File: config.mk
export PLATFORM = sky130hd
export DESIGN_NAME = piso_tx
export DESIGN_NICKNAME = d
export VERILOG_FILES = /design/src/rtl/piso_pkg.sv /design/src/rtl/piso_bit_cnt.sv /design/src/rtl/piso_tx.sv
export SDC_FILE = /design/constraint.sdc
export NUM_CORES = 1
export LEC_CHECK = 0
export CAP_MARGIN = 20
export CORE_UTILIZATION = 40
export DETAILED_ROUTE_END_ITERATION = 12
export PLACE_DENSITY_LB_ADDON = 0.15
export SLEW_MARGIN = 10
export SYNTH_ARGS = -nofsm -noshare
export SYNTH_HDL_FRONTEND = slang
export SYNTH_SLANG_ARGS = --single-unit
File: constraint.sdc
create_clock -name clk -period 2 [get_ports clk]
set_input_delay 0.3 -clock clk [delete_from_list [all_inputs] [get_ports clk]]
set_output_delay 0.3 -clock clk [all_outputs]
set_load 0.01 [all_outputs]
File: src/rtl/piso_pkg.sv
// piso_pkg: shared state encoding, default word width and counter sizing for the piso_tx transmitter.
package piso_pkg;

    typedef enum logic [1:0] {
        IDLE   = 2'd0,
        SHIFT  = 2'd1,
        PARITY = 2'd2
    } piso_state_e;

    localparam int PISO_DATA_W = 8;

    function automatic int cnt_w(input int w);
        return (w > 1) ? $clog2(w) : 1;
    endfunction

endpackage

File: src/rtl/piso_bit_cnt.sv
// piso_bit_cnt: clearable bit counter with a terminal-count flag at DATA_W-1, marks the last data bit of a frame.
module piso_bit_cnt
    import piso_pkg::*;
#(
    parameter int DATA_W = PISO_DATA_W,
    parameter int CW     = cnt_w(DATA_W)
) (
    input  logic          clk,
    input  logic          rst,
    input  logic          clr,
    input  logic          inc,
    output logic [CW-1:0] count,
    output logic          tc
);

    assign tc = count == CW'(DATA_W - 1);

    // Holds at terminal count so it never wraps mid-frame.
    always_ff @(posedge clk or posedge rst) begin
        if (rst)
            count <= '0;
        else if (clr)
            count <= '0;
        else if (inc && !tc)
            count <= count + CW'(1);
    end

endmodule

File: src/rtl/piso_tx.sv
// piso_tx: valid/ready parallel-in serial-out transmitter, MSB-first with frame_start/done framing.
// Define PISO_TX_PARITY_EN to append an even-parity bit to each frame.
module piso_tx
    import piso_pkg::*;
#(
    parameter int DATA_W = PISO_DATA_W
) (
    input  logic              clk,
    input  logic              rst,
    input  logic [DATA_W-1:0] data_in,
    input  logic              load_valid,
    output logic              load_ready,
    output logic              serial_out,
    output logic              bit_valid,
    output logic              frame_start,
    output logic              done,
    output logic              busy
);

    localparam int CW = cnt_w(DATA_W);

    piso_state_e       state;
    logic [DATA_W-1:0] shift;
    logic [CW-1:0]     cnt;
    logic              tc;
    logic              last;
    logic              xfer;
    logic              adv;

`ifdef PISO_TX_PARITY_EN
    logic par;
    assign last = state == PARITY;
`else
    assign last = (state == SHIFT) && tc;
`endif

    assign load_ready = (state == IDLE) || last;
    assign xfer       = load_valid && load_ready;
    assign adv        = (state == SHIFT) && !tc;

    piso_bit_cnt #(.DATA_W(DATA_W), .CW(CW)) u_cnt (
        .clk   (clk),
        .rst   (rst),
        .clr   (xfer || last),
        .inc   (adv),
        .count (cnt),
        .tc    (tc)
    );

    // The MSB goes straight out on the transfer edge; shift holds the remaining bits.
    always_ff @(posedge clk or posedge rst) begin
        if (rst) begin
            state       <= IDLE;
            shift       <= '0;
            serial_out  <= 1'b0;
            bit_valid   <= 1'b0;
            frame_start <= 1'b0;
            done        <= 1'b0;
            busy        <= 1'b0;
`ifdef PISO_TX_PARITY_EN
            par         <= 1'b0;
`endif
        end else if (xfer) begin
            state       <= SHIFT;
            shift       <= data_in << 1;
            serial_out  <= data_in[DATA_W-1];
            bit_valid   <= 1'b1;
            frame_start <= 1'b1;
            done        <= 1'b0;
            busy        <= 1'b1;
`ifdef PISO_TX_PARITY_EN
            par         <= ^data_in;
`endif
        end else if (adv) begin
            shift       <= shift << 1;
            serial_out  <= shift[DATA_W-1];
            frame_start <= 1'b0;
`ifdef PISO_TX_PARITY_EN
            done        <= 1'b0;
`else
            done        <= cnt == CW'(DATA_W - 2);
`endif
`ifdef PISO_TX_PARITY_EN
        end else if (state == SHIFT) begin
            state       <= PARITY;
            serial_out  <= par;
            frame_start <= 1'b0;
            done        <= 1'b1;
`endif
        end else if (last) begin
            state       <= IDLE;
            shift       <= '0;
            serial_out  <= 1'b0;
            bit_valid   <= 1'b0;
            frame_start <= 1'b0;
            done        <= 1'b0;
            busy        <= 1'b0;
        end
    end

endmodule

Word-level counts from Yosys, hierarchy flattened

Index checks and enable logic that the tools add are counted.

Add/sub/neg operators: 1
Equal/unequal tests: 4
Muxes and demuxes: 17
Reductions and logical operators: 12

Operators by type and width:

| kind                                          | count |
|---|---|
| 2-to-1 mux 8 bit                              | 3 |
| 2-to-1 mux 1 bit                              | 9 |
| == test 3 bit, second input constant          | 2 |
| 2-to-1 mux 2 bit                              | 3 |
| 2-to-1 mux 3 bit                              | 2 |
| logical AND 1 bit                             | 4 |
| nonzero test 2 bit                            | 2 |
| adder 3 x 1 -> 3 bit, second input constant   | 1 |
| nonzero test 3 bit                            | 1 |
| == test 2 x 1 -> 1 bit, second input constant | 1 |
| logical NOT 2 bit                             | 1 |
| logical OR 1 bit                              | 2 |
| inequality test 2 bit, second input constant  | 1 |
| AND reduction 2 bit                           | 1 |
| logical NOT 1 bit                             | 1 |

Bits in registers: 17
Input port bits: 11
Output and inout bits: 6
Word-level logic and storage cells: 41

Depth between registers and ports, before layout

Gate-level depths: netlist of the first run.

Depth after elaboration: 6
Mapped depth: 5
Gate-level depth less buffers: 4

By module

From an unflattened synthesis of the first run, not the netlist that was laid out.

Cell total of the unflattened synthesis: 75
Area, all modules: 788.3 µm²

Modules (own cells, without submodules):

| module       | times used | cells an instance | area an instance (µm²) | seq. area each (µm²) |
|---|---|---|---|---|
| piso_tx      | 1          | 59                | 600.6                  | 275.3 |
| piso_bit_cnt | 1          | 16                | 187.7                  | 75.1 |

Worst setup path before layout of the first run

OpenSTA, ideal clock, no wires.

Kind: flip-flop to flip-flop
From: register u_cnt.count[0]
To: register shift[7]
Setup time: 0.126 ns
Data arrival time: 1.446 ns
Required time: 1.874 ns
Slack: 0.428 ns
Cell stages (with the launch flop): 6
Buffers on the path: 1
Clock period less this slack: 1.572 ns
Cells stage by stage: dfrtp_1 ha_1 ha_1 nand2b_4 buf_6 a311o_1

Cells in the longest elaborated chain, start to end: 5
Elaborated cells on any way between the ends: 9
Classes of those cells: eq/ne (1); mux (2); reduce/logical (6)

RTL lines:

| element                                                                 | line               | RTL |
|---|---|---|
| start, declared                                                         | piso_bit_cnt.sv:12 | `output logic [CW-1:0] count,` |
| start signal, assigned                                                  | piso_bit_cnt.sv:25 | `count <= count + CW'(1);` |
| == test 3 bit *                                                         | piso_bit_cnt.sv:16 | `assign tc = count == CW'(DATA_W - 1);` |
| logical AND 1 bit *                                                     | piso_tx.sv:34      | `assign last = (state == SHIFT) && tc;` |
| logical OR 1 bit *                                                      | piso_tx.sv:37      | `assign load_ready = (state == IDLE) \|\| last;` |
| net load_ready                                                          | piso_tx.sv:12      | `output logic load_ready,` |
| logical AND 1 bit *                                                     | piso_tx.sv:38      | `assign xfer = load_valid && load_ready;` |
| nonzero test 3 bit (no line) / 2-to-1 mux 8 bit (equally long branches) | --                 |  |
| end signal, assigned                                                    | piso_tx.sv:65      | `shift <= data_in << 1;` |
| end signal, assigned                                                    | piso_tx.sv:75      | `shift <= shift << 1;` |
| end, declared                                                           | piso_tx.sv:23      | `logic [DATA_W-1:0] shift;` |

Mark *: on every way through the listed nets, which the timed path passes. The rest lies on a longest branch.
A chain may end at the register's enable or synchronous reset.

Worst setup path after layout of the first run

From: register u_cnt.count[0]
To: output load_ready

Cells in the longest elaborated chain, start to end: 3

RTL lines:

| element           | line |
|---|---|
| == test 3 bit     | piso_bit_cnt.sv:16 |
| logical AND 1 bit | piso_tx.sv:34 |
| logical OR 1 bit  | piso_tx.sv:37 |
| end, declared     | piso_tx.sv:12 |

No other way between the ends.

==> reports/results.ini, run 1 <==
[floorplan]
dieWidth_um=45.54
core-area_um2=1745
rows=15
die_y_um=45.54
initial_core_util=0.4344
ios=17
dieArea_um2=2074

[logic_synthesis]
synth_seq_area_share=0.4620
async_reset_ff_frac=1.000
synth_area_leader_cell=dfrtp_1
ys.flop_type=dfrtp_1
synth_most_common_cell=dfrtp_1
yosys.cell_types.count=21
syn_area_um2=758.2
syn_nets=78
synthTopCellsByArea=dfrtp_1, a311o_1, and3b_2
synth_common_cells=dfrtp_1, nor3b_1, a311o_1
synth_edf_count=0
ys_ff_latch=14
syn_area_per_cell_um2=12.04
synthCells=63
synth_warnings=0
synth_top_area_share=0.4620

[clock_network]
tritoncts=built
clockBufferDepth=2
worstSkewPairLatency_ns=0.28
clk_root_buffer_cell=clkbuf_4
clk_pin_slew_worst_paths_ns=0.09
clock-sinks=14
cts_max_level=1
numCtsBuffers=3
hold_buffers=0

[placed_design]
post-dp-hpwl_um=897.9
gp_congestion=0.7051
io_buffers=16
placed_area_um2=937.1

[worst_setup_path]
startpoint_type=flop
required_ns=1.70
endpoint_kind=output port
crit_fanout=2
arrival_ns=1.51
worstSetupPathType=flop to output port

[pwr]
peakVddDrop_uv=612.1
powerDensity_nw_per_um2=1185
power.total_uw=1160
p_leak_uw=0.0004496

[timing]
skew_ns=0.005735
slew_headroom=0.6309
setup_tns_ns=0
finalCritPeriodShare=0.9065
period_minus_slack_ns=1.813
hold_violations=0
rsz0062_at_grt=no
tightest_slew_ns=0.5530
slew_violations=0
finalSetupViolCount=0
clock.fmax_mhz=551.6
hold_slack_ns=0.3566

[global_route]
grt-ovfl-total=0
grt_pass1_vias=505
met2_usage=0.2486
track_usage=0.1587
met1_usage=0.1975
grt_max_degree=22
antenna_found_initial=0
busiest_layer=met2
use_met3=0.07540
grt_pass1_wl_um=2290

[layout]
final_area_um2=979.7
final_layout_size_suffix_gt1_frac=0.2073
nets=98
diodes=0
n_fill_cell=169
syn_to_final_growth_pct=29.21
finish.utilization=0.5613

[route]
antenna_left=0
num_vias=547
via_per_inst=5.112
wl_um=1346
drt_iter0_drc=9
drc=0
routedWlPerCell_um=12.58
dr.pass1.iters=4

[run]
cap_violations=0

[status]
status=complete, no violations

[worst_hold_path]
hold_class=input pin to asynchronous set/reset pin

## final timing paths
kind | start | endpoint | slack (ns) | depth (start not counted)
min in group clk | done | done | 0.51 | 1
max in group asynchronous | rst | shift[3] | 1.27 | 2
max | u_cnt.count[0] | load_ready | 0.19 | 4
min | rst | u_cnt.count[0] | 0.36 | 2
max reg2reg | u_cnt.count[0] | shift[3] | 0.42 | 5
min reg2reg | done | done | 0.51 | 1
## logic make-up after synthesis
logic type | share of synthesized area
AND/OR/NAND/NOR | 0.2459
flip-flops | 0.4621
AO/OA/AOI/OAI | 0.1551
buffers and inverters | 0.07094
adder cells (fa/ha/maj) | 0.06601
## layout by cell type (no fill, tap or decap)
cell type        instances
nand3b_1                 2
clkbuf_4                 3
o31ai_1                  1
dfrtp_1                 14
and3b_2                  6
o21ai_0                  1
a22o_1                   2
inv_1                    3
ha_1                     4
clkbuf_8                 1
o2bb2ai_1                1
buf_4                    5
clkdlybuf4s50_1         15
nor3b_1                  8
dlygate4sd2_1            1
a31o_2                   1
a311o_1                  7
nor2_1                   2
nand2b_1                 2
nand2b_4                 1
or3b_1                   1
and3b_1                  1
## routing by layer
metal	vias up	wire length (µm)
met5	-	0
met4	0	0
met3	0	97
met2	17	621
met1	259	627
li1	271	-
## power by group
part / switching, µW / total (µW) / internal (µW)
combinational: 210 / 508 / 299
sequential: 59.0 / 447 / 387
clock: 94.7 / 206 / 111
total: 363 / 1160 / 797
## state kept, by name, summed over array words and instances, names as in the netlist
register / cells
serial_out: 1
u_cnt.count: 3
shift: 7
done: 1
frame_start: 1
busy: 1
## layout make-up
class                      count  area, µm²  share of cell area
clock buffer                   4      36.28             0.03704
tap                           25      31.28             0.03193
multi-input combinational     40      354.1              0.3614
sequential                    14      350.3              0.3576
inverter                       3      11.26             0.01149
timing repair buffer          21      196.4              0.2005
## worst max-delay path, stage by stage, from the launching register on
cell	delay, ns
dfrtp_1	0.39
ha_1	0.21
ha_1	0.20
nand2b_4	0.14
dlygate4sd2_1	0.28
## stage by stage
step | worst slack [ns] | std cells
floorplan | 0.4280 | 63
global placement | 0.2725 | 102
detailed placement | 0.2581 | 102
CTS | 0.1606 | 107
global route | 0.1061 | 107
finish | 0.1870 | 107
## timing repair
action | 4_1_cts | 5_1_grt
gates resized for setup | 1 | 0
buffers inserted | 1 | 0
setup endpoints to repair | 1 | 0
(Power assumes the default switching activity.)
==> run 2, diff against run 1 <==
--- a/config.mk
+++ b/config.mk
@@ -7,6 +7,7 @@
 export LEC_CHECK = 0
 export CAP_MARGIN = 20
 export CORE_UTILIZATION = 40
+export CTS_CLUSTER_SIZE = 20
 export DETAILED_ROUTE_END_ITERATION = 12
 export PLACE_DENSITY_LB_ADDON = 0.15
 export SLEW_MARGIN = 10
==> constraint.sdc (replaced) <==
create_clock -name clk -period 2 [get_ports clk]
set_input_delay 0.3 -clock clk [delete_from_list [all_inputs] [get_ports clk]]
set_output_delay 0.3 -clock clk [all_outputs]
set_load 0.005 [all_outputs]
==> run 2 against run 1 <==
Compared with the run above: sequential power about the same; first-iteration DRC count decreased by 22%; clock power decreased by 23%; largest power group unchanged; register-to-register slack improved by 0.03 ns; maximum frequency decreased by 6.2%; combinational power increased by 8.5%; utilization increased by 0.43 points; flip-flop and latch count unchanged; clock skew decreased by 0.0031 ns; global-route usage increased by 0.79 points.
==> reports/results.ini, run 2 (synthesized netlist as in run 1, its figures left out) <==
[status]
status=complete, no violations

[layout]
final_layout_size_suffix_gt1_frac=0.2410
n_fill_cell=172
register_area_um2=350.3
multi_input_area_um2=359.1
nets=100
layout_common_cells=clkdlybuf4s50_1, dfrtp_1, nor3b_1
top_register=shift
diodes=0
syn_to_final_growth_pct=30.20
final_area_um2=987.2
largest_reg_flops=7
final_common_cell=clkdlybuf4s50_1
top_regs=shift (7), u_cnt.count (3)
finalNonFillerCells=108

[clock_network]
clk_pin_slew_worst_paths_ns=0.08
worstSkewPairLatency_ns=0.27
clockBufferDepth=2
numCtsBuffers=3
cts_max_level=1
clk_root_buffer_cell=clkbuf_4
clock-sinks=14
tritoncts=built

[worst_setup_path]
crit_family=buffers and inverters
arrival_ns=1.63
worstSetupPathType=flop to output port
cpMostUsedCell=ha_2
cpPeakStageDelay_ns=0.49
endpoint_kind=output port
required_ns=1.70
crit_chain=ha_2 -> ha_2 -> nand2b_4 -> clkdlybuf4s50_1
crit_fanout=2
cpMaxStageDelayCell=clkdlybuf4s50_1
worst-path-buf-inv=1
startpoint_type=flop

[route]
wl_um=1449
num_vias=561
via_per_inst=5.194
antenna_left=0
drt_iter0_drc=7
routedWlPerCell_um=13.42
drc=0
dr.pass1.iters=4

[timing]
finalCritPeriodShare=0.9666
skew_ns=0.002603
clock.fmax_mhz=517.3
finalSetupViolCount=0
period_minus_slack_ns=1.933
slew_headroom=0.6388
tightest_slew_ns=0.5412
slew_violations=0
hold_violations=0
hold_slack_ns=0.3572

[worst_hold_path]
hold_class=input pin to asynchronous set/reset pin

[placed_design]
gp_congestion=0.6701
placed_area_um2=937.1
io_buffers=16
post-dp-hpwl_um=919.4
placed_cells=102

[floorplan]
initial_core_util=0.4344
core-area_um2=1745
dieWidth_um=45.54
ios=17
dieArea_um2=2074
rows=15
die_y_um=45.54

[global_route]
antenna_found_initial=0
grt_max_degree=22
track_usage=0.1667
grt-ovfl-total=0
grt_pass1_vias=522
grt_pass1_wl_um=2428

[pwr]
peakVddDrop_uv=579.9
powerDensity_nw_per_um2=1172
power.total_uw=1157
p_leak_uw=0.0004444

[run]
cap_violations=0

run 2: where the power goes:
part | leakage [µW] | switching, µW | total (µW) | internal, µW
clock network | 0.0000138 | 88.8 | 159 | 69.7
registers | 0.000180 | 59.7 | 447 | 387
logic | 0.000250 | 217 | 551 | 334
run 2: what timing repair did:
action | in CTS | in global routing
setup endpoints to repair | 1 | 1
gates resized for setup | 0 | 2
buffers inserted | 1 | 2
hold buffers | 0 | 0
run 2: area by class of cell:
cell class / count / share of cell area
inverter: 3 / 0.01141
timing repair buffer: 23 / 0.2155
tap: 25 / 0.03169
clock buffer: 3 / 0.02281
sequential: 14 / 0.3549
multi-input combinational: 40 / 0.3638
run 2: final timing paths:
kind | from | to | slack, ns | cells after the start
max | u_cnt.count[0] | load_ready | 0.07 | 4
min | rst | u_cnt.count[0] | 0.36 | 2
max reg2reg | u_cnt.count[0] | shift[5] | 0.45 | 5
min reg2reg | done | done | 0.51 | 1
max in group asynchronous | rst | shift[1] | 1.29 | 2
min in group clk | done | done | 0.51 | 1
run 2: layer usage:
layer	global-route usage	share of wire	wire length (µm)
met3	0.03571	0.059	86
met1	0.2261	0.48	694
met4	0.07273	0.0014	2
met2	0.2543	0.46	665
met5	0	0	0
run 2: worst reg2reg max path, cell delays in order, from the launching register on:
cell      delay, ns
dfrtp_1        0.40
ha_2           0.20
ha_2           0.18
nand2b_4       0.13
buf_4          0.17
a311o_1        0.35
run 2: through the flow:
| stage | setup WS, ns | util | TNS [ns] |
|---|---|---|---|
| floorplan | 0.4352 | - | 0 |
| global placement | 0.3059 | 0.5369 | 0 |
| detailed placement | 0.2938 | 0.5369 | 0 |
| CTS | 0.007899 | 0.5541 | 0 |
| global route | -0.001524 | 0.5656 | -0.001524 |
| finish | 0.06675 | 0.5656 | 0 |
==> run 3, diff against run 2 <==
--- a/config.mk
+++ b/config.mk
@@ -9,6 +9,7 @@
 export CORE_UTILIZATION = 40
 export CTS_CLUSTER_SIZE = 20
 export DETAILED_ROUTE_END_ITERATION = 12
+export HOLD_SLACK_MARGIN = 0.02
 export PLACE_DENSITY_LB_ADDON = 0.15
 export SLEW_MARGIN = 10
 export SYNTH_ARGS = -nofsm -noshare
==> results of run 3 <==
Final layout, timing and power as in run 2 (identical DEF).
